## config.mk

```make
export PLATFORM = sky130hd
export DESIGN_NAME = oam_dma
export DESIGN_NICKNAME = d
export VERILOG_FILES = /design/src/rtl/oam_dma.sv
export SDC_FILE = /design/constraint.sdc
export NUM_CORES = 1
export LEC_CHECK = 0
export BUFFER_PORTS_ARGS = -buffer_cell sky130_fd_sc_hd__buf_4
export CAP_MARGIN = 20
export CORE_MARGIN = 5
export CORE_UTILIZATION = 45
export CTS_CLUSTER_DIAMETER = 200
export DETAILED_ROUTE_END_ITERATION = 12
export GPL_ROUTABILITY_DRIVEN = 0
export PLACE_DENSITY = 0.74
export SETUP_SLACK_MARGIN = 0.3
export SLEW_MARGIN = 20
export SYNTH_ARGS = -nofsm -noshare
export SYNTH_HDL_FRONTEND = slang
export SYNTH_SLANG_ARGS = --single-unit
```

## constraint.sdc

```tcl
create_clock -name clk -period 4.9 [get_ports clk]
set_clock_uncertainty 0.1 [all_clocks]
set_input_delay 1.225 -clock clk [delete_from_list [all_inputs] [get_ports clk]]
set_output_delay 1.225 -clock clk [all_outputs]
set_load 0.01 [all_outputs]
```

## src/rtl/oam_dma.sv

```systemverilog
// rtl/oam_dma.sv - sprite OAM DMA engine: copies one 256-byte CPU page into OAM while stalling the CPU
//
// Ports:
//   clk, rst_n      : clock and asynchronous active-low reset
//   clk_en          : CPU-cycle enable; all state advances only on enabled edges
//   start           : $4014 write strobe, sampled on enabled cycles while idle
//   page            : source page (high byte of CPU address), captured with start
//   oam_addr_base   : current OAMADDR, captured with start
//   mem_addr/mem_re : CPU bus read request, asserted only in GET
//   mem_rdata       : read data, valid in the enabled cycle after the GET cycle
//   oam_addr/oam_we/oam_wdata : OAM write port, asserted only in PUT
//   cpu_stall, busy : high whenever a transfer is in progress

module oam_dma (
    input  logic        clk,
    input  logic        rst_n,
    input  logic        clk_en,
    input  logic        start,
    input  logic [7:0]  page,
    input  logic [7:0]  oam_addr_base,
    output logic [15:0] mem_addr,
    output logic        mem_re,
    input  logic [7:0]  mem_rdata,
    output logic [7:0]  oam_addr,
    output logic        oam_we,
    output logic [7:0]  oam_wdata,
    output logic        cpu_stall,
    output logic        busy
);

    localparam logic [2:0] S_IDLE  = 3'd0;
    localparam logic [2:0] S_HALT  = 3'd1;
    localparam logic [2:0] S_ALIGN = 3'd2;
    localparam logic [2:0] S_GET   = 3'd3;
    localparam logic [2:0] S_PUT   = 3'd4;

    logic [2:0] state_q, state_d;
    logic       parity_q, parity_d;
    logic [7:0] cnt_q, cnt_d;
    logic [7:0] page_q, page_d;
    logic [7:0] base_q, base_d;

    always_comb begin
        state_d  = state_q;
        parity_d = parity_q;
        cnt_d    = cnt_q;
        page_d   = page_q;
        base_d   = base_q;
        if (clk_en) begin
            parity_d = ~parity_q;
            case (state_q)
                S_IDLE: begin
                    // start is only honoured here, so strobes during a transfer
                    // (including the final PUT) never restart or recapture.
                    if (start) begin
                        state_d = S_HALT;
                        page_d  = page;
                        base_d  = oam_addr_base;
                        cnt_d   = 8'h00;
                    end
                end
                S_HALT: begin
                    // The cycle after HALT has parity ~parity_q; reads must start
                    // on an even cycle, so an odd successor needs one ALIGN cycle.
                    state_d = parity_q ? S_GET : S_ALIGN;
                end
                S_ALIGN: state_d = S_GET;
                S_GET:   state_d = S_PUT;
                S_PUT: begin
                    cnt_d   = cnt_q + 8'h01;
                    state_d = (cnt_q == 8'hFF) ? S_IDLE : S_GET;
                end
                default: state_d = S_IDLE;
            endcase
        end
    end

    always_ff @(posedge clk or negedge rst_n) begin
        if (!rst_n) begin
            state_q  <= S_IDLE;
            parity_q <= 1'b0;
            cnt_q    <= 8'h00;
            page_q   <= 8'h00;
            base_q   <= 8'h00;
        end else begin
            state_q  <= state_d;
            parity_q <= parity_d;
            cnt_q    <= cnt_d;
            page_q   <= page_d;
            base_q   <= base_d;
        end
    end

    logic in_get;
    logic in_put;

    // Outputs are pure state decodes so a reset clears them in the same cycle
    // and they cannot move while clk_en holds the state.
    always_comb begin
        in_get    = (state_q == S_GET);
        in_put    = (state_q == S_PUT);
        busy      = (state_q != S_IDLE);
        cpu_stall = busy;
        mem_re    = in_get;
        mem_addr  = in_get ? {page_q, cnt_q} : 16'h0000;
        oam_we    = in_put;
        oam_addr  = in_put ? (base_q + cnt_q) : 8'h00;
        oam_wdata = in_put ? mem_rdata : 8'h00;
    end

endmodule

```

After elaboration in Yosys (flattened, before gate mapping)
Index checks and enable logic that the tools add are counted.
{"block": "totals", "reg_bits": 28, "in_bits": 28}
{"block": "classes", "reduce_logical": 6, "eq_ne": 6, "muxes": 9, "bitwise": 1, "n_addsub": 2}
{"cell": "two-way mux 8 bit", "n": 3}
{"cell": "two-way mux 16 bit", "n": 1}
{"cell": "case mux 8 bit (2 select lines)", "n": 1}
{"cell": "case mux 3 bit (5 select lines)", "n": 1}
{"cell": "adder 8 x 1 -> 8 bit (second input constant)", "n": 1}
{"cell": "adder 8 bit", "n": 1}
{"cell": "equality test 8 bit (second input constant)", "n": 1}
{"cell": "equality test 3 x 2 -> 1 bit (second input constant)", "n": 2}
{"cell": "AND reduction 3 bit", "n": 2}
{"cell": "equality test 3 x 1 -> 1 bit (second input constant)", "n": 1}
{"cell": "equality test 3 bit (second input constant)", "n": 1}
{"cell": "logical NOT 3 bit", "n": 1}
{"cell": "two-way mux 3 bit", "n": 1}
{"cell": "nonzero test 3 bit", "n": 1}
{"cell": "two-way mux 2 bit", "n": 1}
{"cell": "inequality test 2 bit (second input constant)", "n": 1}
{"cell": "AND reduction 2 bit", "n": 1}
{"cell": "nonzero test 2 bit", "n": 1}
{"cell": "two-way mux 1 bit", "n": 1}
{"cell": "NOT 1 bit", "n": 1}

Logic depth before layout (Yosys ltp)
Gate-level depths: netlist of run 1.
{"block": "depth", "depth_word": 3, "ltp_mapped": 6, "depth_no_buf": 6}

Worst setup path before layout of run 1
OpenSTA, ideal clock, no wires.
{"block": "synth_timing", "kind": "reg-to-output", "startpoint": "register cnt_q[0]", "endpoint": "output oam_addr[4]", "path_stages_with_launch": 6, "setup_slack_ns": 1.912, "t_required_ns": 3.575, "arrival_ns": 1.663, "cell_sequence": "dfrtp_1 > ha_1 > fa_1 > a21oi_1 > o21ai_0 > nor3b_1"}
{"block": "synth_between", "elab_chain_cells": 2}
{"item": "start: declaration", "line": "39", "text": "logic [7:0] cnt_q, cnt_d;"}
{"item": "start signal: assignment", "line": "88", "text": "cnt_q <= cnt_d;"}
{"item": "adder 8 bit", "line": "107", "text": "oam_addr = in_put ? (base_q + cnt_q) : 8'h00;"}
{"item": "two-way mux 8 bit", "line": "107"}
{"item": "end: declaration", "line": "24", "text": "output logic [7:0] oam_addr,"}
Every way passes these cells.

Worst setup path after layout of run 1
{"block": "layout_timing", "startpoint": "register cnt_q[2]", "endpoint": "output oam_addr[7]"}
Same word-level chain as after synthesis.

==> metrics.cfg, run 1 <==
[worst_setup_path]
crit_top_cell=a21oi_1
cp-end-kind=primary output
critPathMaxFanout=6
critPathKind=flop to primary output
max_stage_delay_ns=0.44
startpoint_type=flop
worstPathCellList=ha_1, a21oi_1, a211oi_1, or3_1, a21oi_1, buf_4
cp.arrival_ns=2.14
critPathBufInv=1
rrSetupSlack_ns=2.99
cpLargestDelayFamily=compound AO/OA/AOI/OAI gates
crit_required_ns=3.58
cpMaxStageDelayCell=dfrtp_1

[synthesis]
ys_warn_count=0
syn_avg_cell_area_sq_um=9.798
synth_top_family_by_area=simple AND/OR/NAND/NOR gates
synth-adder-area-share=0.06926
synth_top_cell_by_area=dfrtp_1
synth-seq-cells=28
synth_cells=177
synthXorXnorAreaFrac=0.03535
synthDistinctLibCells=37
synth-compound-area-share=0.1032
netlist_area_sq_mm=0.001734
synth-simple-area-share=0.2345
synth_top_area_share=0.4040
synth_mux_area_frac=0.1162
syn-num-nets=214
synthTopCellsByArea=dfrtp_1, mux2_2, and2_1, ha_1, xnor2_1
ys_seq_area_frac=0.4040

[die]
start_util=0.4701
dieHeight_um=72.08
core_area_sq_mm=0.003689
fp.dieArea_sq_mm=0.005196
io_pins=64
rows=22
die_w_um=72.08

[sta]
fin_tns_setup_ns=0
hold_viol_final=0
finalSetupViolations=0
drv_slew=0
setup_slack_ns=1.430
fin_crit_sh=0.7081
period_minus_slack_ns=3.470
whs_ns=0.3729
rsz0062_at_grt=no
relSlewSlack=0.4821
fmax_mhz=288.2
tightest_slew_ns=0.7752

[global_route]
overflow=0
use_met1=0.2197
grt.met3_usage=0.03740
grt_busiest_layer=met2
track_usage=0.1621
grt_max_degree=29
grt_pass1_vias=1487
antenna_found_initial=0
grt_util_met2=0.2538
grt_pass1_wl_mm=6.782

[clocking]
cts_tree=built
cts_setup_buffers=0
htree_levels=1
cts_buffers=3
clk_pin_slew_worst_paths_ns=0.09
numClockSinks=28
cts_hold_buf=0
post_cts_resized=0
clock-root-buffer=clkbuf_8
cts_buffer_depth=2
clk_latency_ns=0.28

[final_layout]
fin_area_sq_mm=0.002292
final_cells=287
nets=277
final_util=0.6214
areaGrowthSynthToFinish_pct=32.18
diodes=0
drive_gt1_frac=0.3808

[power_and_ir_drop]
switching_share=0.3560
sequentialPowerShare=0.397
power_per_cell_area_mw_per_mm2=424.4
power.internal_uw=626.4
irDropWorstVdd_mv=0.2430
pwr-share-clk=0.150
p_leak_nw=1.104
power_uw=972.7
p_comb_frac=0.453
power.switching_uw=346.3

[drt]
drt_iter0_markers=33
num_vias=1486
drt-pass1-iter-count=4
drt-vias-per-instance=5.178
wl_per_cell_um=13.49
drt_wl_total_mm=3.873
drc=0
ant_nets=0

[place]
io_buffers=63
dp_hpwl_mm=2.943
placed_cells=283
detailed_place.area_sq_mm=0.002237
dpl_worst_slack_ns=1.748

[run]
maxCapViolCount=0

[outcome]
status=finished clean

[hold_path]
hold_class=flop to flop

[cells by family after synthesis]
kind of cell             Yosys count
buffers and inverters             12
multiplexers                      18
AO/OA/AOI/OAI                     29
AND/OR/NAND/NOR                   74
XOR/XNOR                           7
flip-flops                        28
adder cells (fa/ha/maj)            9
[path summary, 6_finish.rpt]
path,cells past startpoint,to,start
setup / recovery,6,oam_addr[7],cnt_q[2]
hold / removal,1,parity_q,parity_q
setup reg to reg,5,state_q[1],state_q[2]
hold reg to reg,1,parity_q,parity_q
max in group asynchronous,1,base_q[1],rst_n
min in group asynchronous,1,page_q[4],rst_n
[layout by cell type, fill, tap and decap left out]
cell type  netlist  final
o211ai_1         2      2
fa_1             1      1
and2_1          27     27
xnor2_1          6      6
or2_2            2      2
buf_4            4     65
dfrtp_1         28     28
nand4b_1         1      1
nor2_1          12     12
o21ai_1          4      4
nor3_1           1      1
a41oi_1          1      1
or3_1            2      2
inv_1            4      4
a21boi_0         1      1
nor3b_1          3      3
clkbuf_8         0      4
or3b_1           1      1
o31ai_2          1      1
nor4_1           1      1
or2_1            1      1
a21oi_1          6      6
clkinv_2         1      1
nor2b_1          1      1
o221ai_1         1      1
xor2_1           1      1
mux2i_1          1      1
o21ai_0          9      9
nand3_1          8      8
a22o_1           1      1
a211oi_1         2      2
mux2_2          17     17
nand2_1         12     12
a21o_1           1      1
ha_1             8      8
nand4_1          1      1
nor4_2           1      1
[synthesized netlist by cell type]
master    count
buf_2         3
o21ai_1       4
o211ai_1      2
clkinv_2      1
nor3b_1       3
and2_1       27
a22o_1        1
buf_4         4
fa_1          1
nor4_2        1
or2_1         1
or3_1         2
xnor2_1       6
nor2_1       12
o21ai_0       9
a21oi_1       6
a21boi_0      1
a211oi_1      2
inv_1         4
o31ai_2       1
nand4b_1      1
xor2_1        1
a21o_1        1
nand3_1       8
nand2_1      12
mux2_2       17
ha_1          8
mux2i_1       1
or3b_1        1
o221ai_1      1
nor2b_1       1
a41oi_1       1
nor4_1        1
nor3_1        1
nand4_1       1
dfrtp_1      28
or2_2         2
[layout make-up]
type | instances | area [sq um]
inverters | 5 | 20.02
flip-flops and latches | 28 | 700.7
clock buffers | 4 | 55.05
well taps | 48 | 60.06
multi-input cells | 137 | 968.4
repair buffers | 65 | 488.0
fillers | 334 | 1396
[flip-flops by register name, indices dropped and copies added (netlist names)]
signal	flops
base_q	8
cnt_q	8
page_q	8
state_q	3
parity_q	1
[power by group through the flow]
stage	clock network [mW]	registers, mW	logic (mW)
detailed placement	0	0.392	0.444
global placement	0	0.389	0.440
CTS	0.149	0.387	0.447
global route	0.158	0.402	0.499
finish	0.146	0.386	0.441
floorplan	0	0.372	0.313
[per-layer routing]
layer  up-vias  wire, um
met2        54      1666
met1       693      1780
met5         -         0
li1        734         -
met4         0        54
met3         5       372
Note: power is estimated with default switching activity, not from simulation.
==> run 2, diff against run 1 <==
Settings changed: CORE_UTILIZATION 45 to 44, PLACE_DENSITY 0.74 to 0.75.
Clock period 4.9 ns to 3 ns, I/O delays scaled along.
==> run 2 against run 1 <==
- clock power rose by 60%
- first-iteration DRC count rose by 100%
- via count rose by 8.3%
- sequential share of layout area fell by 3.0 points
- sequential power rose by 63%
- utilization rose by 6.6 points
- die area rose by 2.0%
- non-clock buffer count rose by 20
- critical path depth rose by 1
==> metrics.cfg, run 2 (synthesis gave the netlist of run 1 again) <==
[power_and_ir_drop]
power_mw=1.815
p_leak_nw=1.199
irDropWorstVdd_mv=0.3571
power_per_cell_area_mw_per_mm2=704.7

[die]
dieHeight_um=72.78
die_w_um=72.78
core_area_sq_mm=0.003744
io_pins=64
start_util=0.4632
rows=22
fp.dieArea_sq_mm=0.005297

[drt]
drc=0
drt_iter0_markers=66
num_vias=1609
ant_nets=0
drt-pass1-iter-count=4
drt_wl_total_mm=4.526
drt-vias-per-instance=5.241
wl_per_cell_um=14.74

[sta]
finalSetupViolations=0
fin_crit_sh=0.9100
relSlewSlack=0.7537
period_minus_slack_ns=2.730
fmax_mhz=366.3
tightest_slew_ns=0.3670
whs_ns=0.2815
rsz0062_at_grt=yes
hold_viol_final=0
drv_slew=0
fin_tns_setup_ns=0

[final_layout]
final_util=0.6878
diodes=0
nFillCells=307
layout_commonest_cell=buf_4
multi_input_area_sq_mm=0.001091
final_cells=307
regArea_sq_um=710.7
areaGrowthSynthToFinish_pct=48.48
largestRegisters=base_q: 8 flops, cnt_q: 8 flops, page_q: 8 flops
mostFrequentLayoutCells=buf_4, and2_1, dfrtp_1
drive_gt1_frac=0.5328
nets=297

[worst_setup_path]
crit_top_cell=buf_4
critPathMaxFanout=3
critPathBufInv=2
crit_end=oam_addr[6]
cpLargestDelayFamily=flip-flops
cpMaxStageDelayCell=dfrtp_2
reg2reg_from=state_q[1]
critical_path_cell_count=7
worstPathCellList=buf_4, fa_2, a21oi_2, o21ai_2, nand4b_1, o211ai_1, buf_4
max_stage_delay_ns=0.42
critPathKind=flop to primary output
rrSetupSlack_ns=0.86
crit_required_ns=2.15
cp.arrival_ns=1.88
cp-end-kind=primary output
r2r-end=base_q[0]
r2r_cells=5
cp-startpoint=cnt_q[1]
startpoint_type=flop

[global_route]
antenna_found_initial=0
overflow=0
grt_pass1_wl_mm=7.141
grt_pass1_vias=1571
track_usage=0.1664
grt_max_degree=29

[clocking]
cts_tree=built
htree_levels=1
clock-root-buffer=clkbuf_8
clk_pin_slew_worst_paths_ns=0.09
clk_latency_ns=0.27
numClockSinks=28
cts_buffers=3
cts_hold_buf=0
cts_buffer_depth=2

[outcome]
status=finished clean

[place]
placed_cells=285
io_buffers=63
dp_hpwl_mm=3.045

[run]
maxCapViolCount=0

[hold_path]
hold_class=input pin to asynchronous set/reset pin

==> run 2: cell types whose count changed in the layout (fill, tap and decap cells not counted), sizes merged <==
cell	delta
buf	+20
==> run 2: worst register-to-register path: stages, from the launching register on <==
cell and delay, ns:
dfrtp_2 0.41, buf_4 0.15, or3_1 0.43, nor2_1 0.24
buf_4 0.31, mux2_2 0.38
==> run 2: worst min-delay path by stage <==
stage                  start   endpoint  slack [ns]  cells after the start
floorplan           parity_q   parity_q        0.34                      1
global placement    parity_q   parity_q        0.35                      1
detailed placement  parity_q   parity_q        0.36                      1
CTS                    rst_n  page_q[0]        0.29                      1
global route           rst_n  page_q[7]        0.29                      1
finish                 rst_n  page_q[7]        0.28                      1
==> run 2: per-stage QoR <==
| step | setup WS, ns | cell area, sq um |
|---|---|---|
| floorplan | 0.4874 | 1734 |
| global placement | 0.3727 | 2252 |
| detailed placement | 0.3258 | 2252 |
| CTS | 0.2584 | 2474 |
| global route | 0.1977 | 2575 |
| finish | 0.2700 | 2575 |
==> run 2: cell type report <==
class,instances,area share
Clock buffer,4,0.02138
Multi-Input combinational cell,137,0.4237
Inverter,5,0.007775
Tap cell,48,0.02332
Timing Repair Buffer,85,0.2478
Sequential cell,28,0.2760
==> run 2: where the power goes <==
group	leakage, nW	switching [mW]	internal [mW]
clock network	0.0288	0.116	0.118
registers	0.339	0.103	0.527
logic	0.831	0.437	0.514
==> run 2: metal layers <==
layer,routed length (um),global-route usage,share of wire,vias up
met5,0,0,0,-
met4,42,0.04713,0.0093,0
met3,351,0.03719,0.078,5
met2,2181,0.2725,0.48,58
met1,1950,0.2203,0.43,765
li1,-,-,-,781
==> run 2: repair_timing <==
item | in CTS | in global routing
endpoints found under the setup margin | 4 | 4
pin swaps | 7 | 9
hold endpoints to repair | 0 | 0
resized for setup | 22 | 9
buffers inserted | 10 | 8
